[src/rtl/stopwatch_button_conditioner.sv]
// stopwatch_button_conditioner
//
// Turns the three raw, bouncing, active-low board keys into the clean control
// signals consumed by StopwatchLogic. Each key is synchronised (2 flops) and
// debounced. Start presses become a fixed-width active-low pulse, hold presses
// toggle a level, and a long press of clear emits a fixed-width active-low
// reset pulse that also forces the other two outputs to their idle values.
//
// Ports:
//   CLK_100Hz    in   100 Hz system clock, all logic on its rising edge
//   reset        in   synchronous active-high reset
//   key_start_n  in   raw start/stop key, active low, asynchronous
//   key_hold_n   in   raw hold key, active low, asynchronous
//   key_clear_n  in   raw clear key, active low, asynchronous
//   start_stop   out  active-low pulse, PULSE_CYCLES wide, one per press
//   hold         out  1 = display running, 0 = frozen; toggles per press
//   reset_n      out  active-low pulse, PULSE_CYCLES wide, after a long clear
module stopwatch_button_conditioner #(
    parameter int unsigned DEBOUNCE_CYCLES   = 3,
    parameter int unsigned PULSE_CYCLES      = 10,
    parameter int unsigned LONG_PRESS_CYCLES = 100
) (
    input  logic CLK_100Hz,
    input  logic reset,
    input  logic key_start_n,
    input  logic key_hold_n,
    input  logic key_clear_n,
    output logic start_stop,
    output logic hold,
    output logic reset_n
);

    localparam int unsigned DW = $clog2(DEBOUNCE_CYCLES + 1);
    localparam int unsigned PW = $clog2(PULSE_CYCLES + 1);
    localparam int unsigned LW = $clog2(LONG_PRESS_CYCLES + 1);

    localparam logic [DW-1:0] DEB_LAST   = DW'(DEBOUNCE_CYCLES - 1);
    localparam logic [DW-1:0] DEB_ONE    = DW'(1);
    localparam logic [PW-1:0] PULSE_LAST = PW'(PULSE_CYCLES - 1);
    localparam logic [PW-1:0] PULSE_ONE  = PW'(1);
    localparam logic [LW-1:0] LONG_LAST  = LW'(LONG_PRESS_CYCLES - 1);
    localparam logic [LW-1:0] LONG_ONE   = LW'(1);

    localparam int K_START = 0;
    localparam int K_HOLD  = 1;
    localparam int K_CLEAR = 2;

    typedef enum logic {S_IDLE, S_PULSE} start_state_e;
    typedef enum logic [1:0] {C_IDLE, C_ARMED, C_FIRE, C_WAIT} clear_state_e;

    logic [2:0]         raw;
    logic [2:0]         sync1;
    logic [2:0]         sync2;
    logic [2:0]         deb;
    logic [2:0]         deb_prev;
    logic [2:0][DW-1:0] deb_cnt;
    logic [2:0]         press;

    start_state_e       st_state;
    logic [PW-1:0]      st_cnt;

    clear_state_e       clr_state;
    logic [LW-1:0]      long_cnt;
    logic [PW-1:0]      fire_cnt;

    logic               fire_entry;
    logic               block;

    assign raw = {key_clear_n, key_hold_n, key_start_n};

    // Two-flop synchronisers, released (1) out of reset.
    always_ff @(posedge CLK_100Hz) begin
        if (reset) begin
            sync1 <= '1;
            sync2 <= '1;
        end else begin
            sync1 <= raw;
            sync2 <= sync1;
        end
    end

    // Debouncers: deb follows sync2 only after DEBOUNCE_CYCLES consecutive
    // disagreeing samples; the edge that sees the last one updates deb.
    always_ff @(posedge CLK_100Hz) begin
        if (reset) begin
            deb      <= '1;
            deb_prev <= '1;
            deb_cnt  <= '0;
        end else begin
            deb_prev <= deb;
            for (int i = 0; i < 3; i++) begin
                if (sync2[i] != deb[i]) begin
                    if (deb_cnt[i] == DEB_LAST) begin
                        deb[i]     <= sync2[i];
                        deb_cnt[i] <= '0;
                    end else begin
                        deb_cnt[i] <= deb_cnt[i] + DEB_ONE;
                    end
                end else begin
                    deb_cnt[i] <= '0;
                end
            end
        end
    end

    // Press event: debounced level went 1 -> 0 on the previous edge.
    assign press = deb_prev & ~deb;

    // Clear takes priority: on the edge it fires and while it is firing,
    // start and hold are held at their idle values and their presses dropped.
    assign fire_entry = (clr_state == C_ARMED) && !deb[K_CLEAR] && (long_cnt == LONG_LAST);
    assign block      = fire_entry || (clr_state == C_FIRE);

    // Start/stop pulse generator.
    always_ff @(posedge CLK_100Hz) begin
        if (reset) begin
            st_state   <= S_IDLE;
            st_cnt     <= '0;
            start_stop <= 1'b1;
        end else if (block) begin
            st_state   <= S_IDLE;
            st_cnt     <= '0;
            start_stop <= 1'b1;
        end else begin
            unique case (st_state)
                S_IDLE: begin
                    if (press[K_START]) begin
                        st_state   <= S_PULSE;
                        st_cnt     <= '0;
                        start_stop <= 1'b0;
                    end
                end
                S_PULSE: begin
                    // Presses arriving here are dropped.
                    if (st_cnt == PULSE_LAST) begin
                        st_state   <= S_IDLE;
                        st_cnt     <= '0;
                        start_stop <= 1'b1;
                    end else begin
                        st_cnt <= st_cnt + PULSE_ONE;
                    end
                end
            endcase
        end
    end

    // Hold toggle latch.
    always_ff @(posedge CLK_100Hz) begin
        if (reset) begin
            hold <= 1'b1;
        end else if (fire_entry) begin
            hold <= 1'b1;
        end else if ((clr_state != C_FIRE) && press[K_HOLD]) begin
            hold <= ~hold;
        end
    end

    // Long-press clear. long_cnt counts edges spent armed, starting at 1 on
    // the arming edge; the fire edge is the one that would bring it to
    // LONG_PRESS_CYCLES. C_WAIT blocks re-arming until the key is released.
    always_ff @(posedge CLK_100Hz) begin
        if (reset) begin
            clr_state <= C_IDLE;
            long_cnt  <= '0;
            fire_cnt  <= '0;
            reset_n   <= 1'b1;
        end else begin
            unique case (clr_state)
                C_IDLE: begin
                    if (press[K_CLEAR]) begin
                        clr_state <= C_ARMED;
                        long_cnt  <= LONG_ONE;
                    end
                end
                C_ARMED: begin
                    if (deb[K_CLEAR]) begin
                        clr_state <= C_IDLE;
                        long_cnt  <= '0;
                    end else if (long_cnt == LONG_LAST) begin
                        clr_state <= C_FIRE;
                        long_cnt  <= '0;
                        fire_cnt  <= '0;
                        reset_n   <= 1'b0;
                    end else begin
                        long_cnt <= long_cnt + LONG_ONE;
                    end
                end
                C_FIRE: begin
                    if (fire_cnt == PULSE_LAST) begin
                        clr_state <= C_WAIT;
                        fire_cnt  <= '0;
                        reset_n   <= 1'b1;
                    end else begin
                        fire_cnt <= fire_cnt + PULSE_ONE;
                    end
                end
                C_WAIT: begin
                    if (deb[K_CLEAR]) begin
                        clr_state <= C_IDLE;
                    end
                end
            endcase
        end
    end

endmodule

[config.mk]
export PLATFORM = sky130hd
export DESIGN_NAME = stopwatch_button_conditioner
export DESIGN_NICKNAME = d
export VERILOG_FILES = /design/src/rtl/stopwatch_button_conditioner.sv
export SDC_FILE = /design/constraint.sdc
export NUM_CORES = 1
export LEC_CHECK = 0
export CAP_MARGIN = 20
export CORE_ASPECT_RATIO = 0.5
export CORE_MARGIN = 4
export CORE_UTILIZATION = 45
export CTS_CLUSTER_SIZE = 10
export DETAILED_ROUTE_END_ITERATION = 10
export GPL_ROUTABILITY_DRIVEN = 0
export GPL_TIMING_DRIVEN = 0
export SLEW_MARGIN = 20
export SYNTH_ARGS = -nofsm -noshare
export SYNTH_HDL_FRONTEND = slang
export SYNTH_SLANG_ARGS = --single-unit
[constraint.sdc]
create_clock -name CLK_100Hz -period 1.8 [get_ports CLK_100Hz]
set_clock_uncertainty 0.2 [all_clocks]
set_input_delay 0.45 -clock CLK_100Hz [delete_from_list [all_inputs] [get_ports CLK_100Hz]]
set_output_delay 0.45 -clock CLK_100Hz [all_outputs]
set_load 0.1 [all_outputs]
==> Yosys cells after proc, flatten, opt, wreduce, memory -nomap -nowiden <==
Cells that the tools add are included.
{ "totals": {"reg_bits": 39, "in_bits": 5, "output_inout_bits": 3} }
{ "classes": {"addsub": 6, "n_eq_ne": 21, "muxes": 27, "bitwise_logic": 7, "n_reduce_logical": 21} }
{ "op_table": {"columns": ["operator", "n"], "rows": [
  ["$mux 7", 3],
  ["$mux 4", 5],
  ["$pmux 4 s2", 2],
  ["$pmux 7 s2", 1],
  ["$eq 2x2->1 const B", 5],
  ["$mux 2", 5],
  ["$ne 2x2->1 const B", 5],
  ["$reduce_and 2->1", 5],
  ["$reduce_or 3->1", 3],
  ["$add 4x1->4 const B", 2],
  ["$eq 4x4->1 const B", 2],
  ["$pmux 2 s4", 1],
  ["$reduce_and 4->1", 2],
  ["$add 7x1->7 const B", 1],
  ["$eq 7x7->1 const B", 1],
  ["$mux 1", 7],
  ["$add 2x1->2 const B", 3],
  ["$ne 2x1->1 const B", 3],
  ["$pmux 1 s2", 3],
  ["$not 1->1", 5],
  ["$reduce_bool 2->1", 2],
  ["$reduce_or 2->1", 2],
  ["$and 3x3->3", 1],
  ["$logic_and 1x1->1", 3],
  ["other kinds (8)", 10]
]} }

==> Logic depth before layout (Yosys ltp) <==
{ "depth": {"ltp_word": 5, "mapped_depth": 6, "mapped_depth_nobuf": 6} }

==> Worst setup path after synthesis <==
No wires, ideal clock.
{ "synth_path": {"path_type": "flip-flop to flip-flop", "startpoint": "register long_cnt[2]", "endpoint": "register fire_cnt[1]", "t_arrival_ns": 1.430, "required_ns": 1.472, "path_slack_ns": 0.042, "path_stages_with_launch": 6, "period_less_slack_ns": 1.758, "cell_sequence": "dfxtp_1 > or4b_4 > nor3b_4 > or3_1 > buf_6 > o32ai_1"} }
{ "synth_via": {"elab_chain_len": 3} }
{ "synth_lines": {"columns": ["item", "line_no", "rtl"], "rows": [
  ["from (decl)", "63", "logic [LW-1:0] long_cnt;"],
  ["from (signal assigned)", "185", "long_cnt <= long_cnt + LONG_ONE;"],
  ["$eq 7x7->1", "179", "end else if (long_cnt == LONG_LAST) begin"],
  ["$ne 2x1->1 (no line)", null, null],
  ["$reduce_and 3->1 (no line)", null, null],
  ["to (signal assigned)", "194", "fire_cnt <= fire_cnt + PULSE_ONE;"],
  ["to (decl)", "64", "logic [PW-1:0] fire_cnt;"]
]} }
No other way between the ends.
A chain may end at the register's enable or synchronous reset.

==> Worst setup path in the final report <==
{ "layout_path": {"startpoint": "register long_cnt[4]", "endpoint": "register fire_cnt[1]"} }
Same word-level chain as after synthesis.

==> flow_summary.html <==
<table>
<tr><th>Metric</th><th>Value</th></tr>
<tr><th colspan="2">Drt</th></tr>
<tr><td>Average routed wire per standard cell</td><td>11.5 um</td></tr>
<tr><td>Violation count after the first detailed-routing iteration</td><td>17</td></tr>
<tr><td>Detailed-router iteration count before antenna repair</td><td>4</td></tr>
<tr><td>Antenna-violating nets left</td><td>0</td></tr>
<tr><td>Vias</td><td>1170</td></tr>
<tr><td>Total wire length</td><td>2.78 mm</td></tr>
<tr><td>DRC violation count after routing</td><td>0</td></tr>
<tr><td>Avg Vias per Cell</td><td>4.85</td></tr>
<tr><th colspan="2">Run status</th></tr>
<tr><td>Run status</td><td>complete, no violations</td></tr>
<tr><th colspan="2">Yosys</th></tr>
<tr><td>Net count of the mapped netlist</td><td>187</td></tr>
<tr><td>Leading register cell type out of synthesis</td><td>sky130_fd_sc_hd__dfxtp_1</td></tr>
<tr><td>Instance count of the mapped netlist</td><td>174</td></tr>
<tr><td>Count of flip-flops with a built-in enable after synthesis</td><td>0</td></tr>
<tr><td>Fraction of registers with async set or reset after synthesis</td><td>0%</td></tr>
<tr><td>Post-synth cell types</td><td>38</td></tr>
<tr><td>Netlist Area Pre-Place</td><td>1670 um^2</td></tr>
<tr><td>Synthesized area per cell</td><td>9.61 um^2</td></tr>
<tr><td>Flop and latch count out of synthesis</td><td>39</td></tr>
<tr><td>Sequential cell area fraction in the yosys report</td><td>46.7%</td></tr>
<tr><td>Synth Warn #</td><td>0</td></tr>
<tr><th colspan="2">Floorplanning</th></tr>
<tr><td>Die height</td><td>51.1 um</td></tr>
<tr><td>Top-level I/O count</td><td>8</td></tr>
<tr><td>Standard-cell row count</td><td>15</td></tr>
<tr><td>Effective utilization at floorplan</td><td>47.6%</td></tr>
<tr><td>Die outline area</td><td>4810 um^2</td></tr>
<tr><td>Horizontal die dimension</td><td>94.2 um</td></tr>
<tr><td>Area of the placeable core</td><td>3510 um^2</td></tr>
<tr><th colspan="2">Pwr</th></tr>
<tr><td>Static leakage</td><td>0.704 nW</td></tr>
<tr><td>Switching share of total power</td><td>20.9%</td></tr>
<tr><td>Net switching power of the design</td><td>0.316 mW</td></tr>
<tr><td>Power Density</td><td>790 nW/um^2</td></tr>
<tr><td>Peak ir drop on the vdd network</td><td>0.449 mV</td></tr>
<tr><td>Clock power frac</td><td>38.9%</td></tr>
<tr><td>Cell-internal power</td><td>1.19 mW</td></tr>
<tr><td>Reg power frac</td><td>58.0%</td></tr>
<tr><td>Relative contribution of combinational cells to total power</td><td>3.0%</td></tr>
<tr><th colspan="2">Timing</th></tr>
<tr><td>Time the final worst path needs with I/O delays and setup</td><td>1800 ps</td></tr>
<tr><td>Final Slew Violations</td><td>0</td></tr>
<tr><td>Highest achievable clock rate</td><td>0.557 GHz</td></tr>
<tr><td>Relative slew slack</td><td>67.8%</td></tr>
<tr><td># setup viols final</td><td>0</td></tr>
<tr><td>RSZ-0062 raised after global routing</td><td>yes</td></tr>
<tr><td>Hold violation total from the final report</td><td>0</td></tr>
<tr><td>Crit share post-route</td><td>99.8%</td></tr>
<tr><td>Worst-margin pin slew</td><td>487 ps</td></tr>
<tr><td>Setup_tns</td><td>0 ps</td></tr>
<tr><th colspan="2">Critical path</th></tr>
<tr><td>Largest fanout of any net on the critical path</td><td>7</td></tr>
<tr><td>CP bufs+invs</td><td>1</td></tr>
<tr><td>Cell at the slowest stage of the critical path</td><td>sky130_fd_sc_hd__or4b_4</td></tr>
<tr><td>Worst-path cell chain</td><td>or4b_4 -&gt; nor3b_4 -&gt; or3_1 -&gt; buf_6 -&gt; o32ai_2</td></tr>
<tr><td>Top delay family on crit path</td><td>simple AND/OR/NAND/NOR gates</td></tr>
<tr><td>Nature of the critical path startpoint</td><td>flip-flop</td></tr>
<tr><td>Kind of end point of the critical path</td><td>flip-flop</td></tr>
<tr><td>Crit path largest cell delay</td><td>570 ps</td></tr>
<tr><td>Required @ worst endpoint</td><td>1760 ps</td></tr>
<tr><td>Worst Path Class, Setup</td><td>flip-flop to flip-flop</td></tr>
<tr><td>Arrival time worst endpoint</td><td>1760 ps</td></tr>
<tr><th colspan="2">Clocking</th></tr>
<tr><td>H-tree Lvls</td><td>2</td></tr>
<tr><td>Clock tree from TritonCTS</td><td>done</td></tr>
<tr><td>Clock latency on the worst-skew pair</td><td>280 ps</td></tr>
<tr><td>CTS Buf Count</td><td>5</td></tr>
<tr><td>Clock Root Buffer</td><td>sky130_fd_sc_hd__clkbuf_8</td></tr>
<tr><td>Number of clock sinks seen by CTS</td><td>39</td></tr>
<tr><td>Hold-fix buffers at CTS</td><td>0</td></tr>
<tr><td>Clock-pin slew on the worst setup and hold paths</td><td>70 ps</td></tr>
<tr><td>Maximum root-to-sink buffer count</td><td>2</td></tr>
<tr><th colspan="2">Global route</th></tr>
<tr><td>GR Util All Layers</td><td>13.2%</td></tr>
<tr><td>Total congestion overflow</td><td>0</td></tr>
<tr><td>First-pass GRT wire length</td><td>4.91 mm</td></tr>
<tr><td>Number of global-route vias before repair</td><td>1138</td></tr>
<tr><td>Initial antenna violation count</td><td>0</td></tr>
<tr><td>Pin count of the biggest net entering global routing</td><td>12</td></tr>
<tr><th colspan="2">Cells and area</th></tr>
<tr><td>Antenna diode count</td><td>0</td></tr>
<tr><td>Nets</td><td>203</td></tr>
<tr><td>Most frequent standard cell in the layout excluding fill and tap cells</td><td>sky130_fd_sc_hd__dfxtp_1</td></tr>
<tr><td>Area added between synthesis and finish</td><td>14.4%</td></tr>
<tr><td>Share of layout cells above drive strength 1</td><td>18.4%</td></tr>
<tr><td>Final standard cell area without fillers</td><td>1910 um^2</td></tr>
<tr><td>Highest-count cells in the layout ignoring fill and taps</td><td>36 x sky130_fd_sc_hd__dfxtp_1, 19 x sky130_fd_sc_hd__nor2_1, 10 x sky130_fd_sc_hd__inv_1</td></tr>
<tr><th colspan="2">Placement</th></tr>
<tr><td>Post-DP HPWL</td><td>1.96 mm</td></tr>
<tr><td>Placed instance area</td><td>1800 um^2</td></tr>
<tr><td>Number of I/O port buffers</td><td>6</td></tr>
<tr><th colspan="2">Hold path</th></tr>
<tr><td>Classification of the worst-slack hold path</td><td>flip-flop to flip-flop</td></tr>
<tr><th colspan="2">Job</th></tr>
<tr><td>Max-cap violations</td><td>0</td></tr>
</table>
routing by layer:
layer / wire [um] / part of all wire, % / global-route usage [%] / vias to the layer above
met5: 0 / 0 / 0 / -
met4: 0 / 0 / 4.32 / 0
met3: 104 / 3.7 / 5.29 / 0
met2: 1180 / 43 / 22.1 / 9
met1: 1490 / 54 / 15.5 / 531
li1: - / - / - / 630
registers in the layout (all words and copies together) (netlist names), named ones only:
signal / cells
fire_cnt: 4
deb_cnt: 6
reset_n: 1
hold: 1
start_stop: 1
clr_state: 1
sync1: 3
long_cnt: 7
st_state: 1
st_cnt: 4
sync2: 3
deb: 3
deb_prev: 3
logic make-up after synthesis:
kind of cell,count (synthesis),synth area share (%)
simple gates,68,23.4
flops,39,46.7
fa+ha+maj,8,5.99
buf+inv,17,4.42
mux,2,1.20
compound gates,30,13.0
xor+xnor,10,5.24
final timing paths:
| kind | cells after the start | start | to | slack, ps |
|---|---|---|---|---|
| setup / recovery | 5 | long_cnt[4]$_SDFFE_PP0P_ | fire_cnt[1]$_SDFFE_PP0P_ | 4 |
| hold / removal | 1 | deb_cnt[0]$_SDFF_PP0_ | deb_cnt[0]$_SDFF_PP0_ | 210 |
| setup reg to reg | 5 | long_cnt[4]$_SDFFE_PP0P_ | fire_cnt[1]$_SDFFE_PP0P_ | 4 |
| hold reg to reg | 1 | deb_cnt[0]$_SDFF_PP0_ | deb_cnt[0]$_SDFF_PP0_ | 210 |
Yosys cell counts, drive strengths merged (2+ instances only):
cell,count,area share [%]
buf,3,1.3
nand3b,5,2.2
dfxtp,39,47
a211o,3,1.6
mux2i,2,1.2
nand2,6,1.3
nand2b,4,1.5
o21ai,3,0.90
o22a,2,1.0
ha,8,6.0
o32ai,2,1.0
xor2,3,1.6
nor2,19,4.3
nor2b,7,2.6
nand3,3,0.90
a211oi,4,1.8
clkbuf,4,0.90
nor3b,4,2.5
a21oi,6,1.8
or2,9,3.4
or3,5,1.9
inv,10,2.2
nor3,3,0.90
o2111ai,2,1.0
xnor2,7,3.7
metrics by stage:
stage	power (mW)	utilization (%)	hold slack (ps)	setup slack [ps]	instances
after CTS	1.54	54.4	211	-21.7	241
final	1.51	54.5	209	3.67	241
after floorplan	0.927	-	189	41.6	174
after global placement	0.942	51.2	191	-331	231
after detailed placement	0.943	51.2	194	-333	231
after global routing	1.58	54.5	222	-65.7	241
what timing repair did:
item | 4_1_cts | 5_1_grt
setup buffers | 3 | 0
pin swaps | 5 | 2
endpoints found under the setup margin | 12 | 10
resized for setup | 21 | 2
power by group through the flow:
stage	clock [mW]	combinational, mW	sequential (mW)
after floorplan	0	0.0294	0.897
after global placement	0	0.0454	0.896
after detailed placement	0	0.0464	0.897
after CTS	0.616	0.0472	0.876
after global routing	0.657	0.0507	0.877
final	0.588	0.0459	0.876
cell type report:
class | instances | area [um^2]
Clock inverter | 1 | 5.00
Inverter | 10 | 37.5
Clock buffer | 6 | 82.6
Fill cell | 335 | 1600
Buffer | 7 | 37.5
Multi-Input combinational cell | 118 | 835
Sequential cell | 39 | 785
Timing Repair Buffer | 9 | 67.6
Tap cell | 51 | 63.8
(Power assumes the default switching activity.)
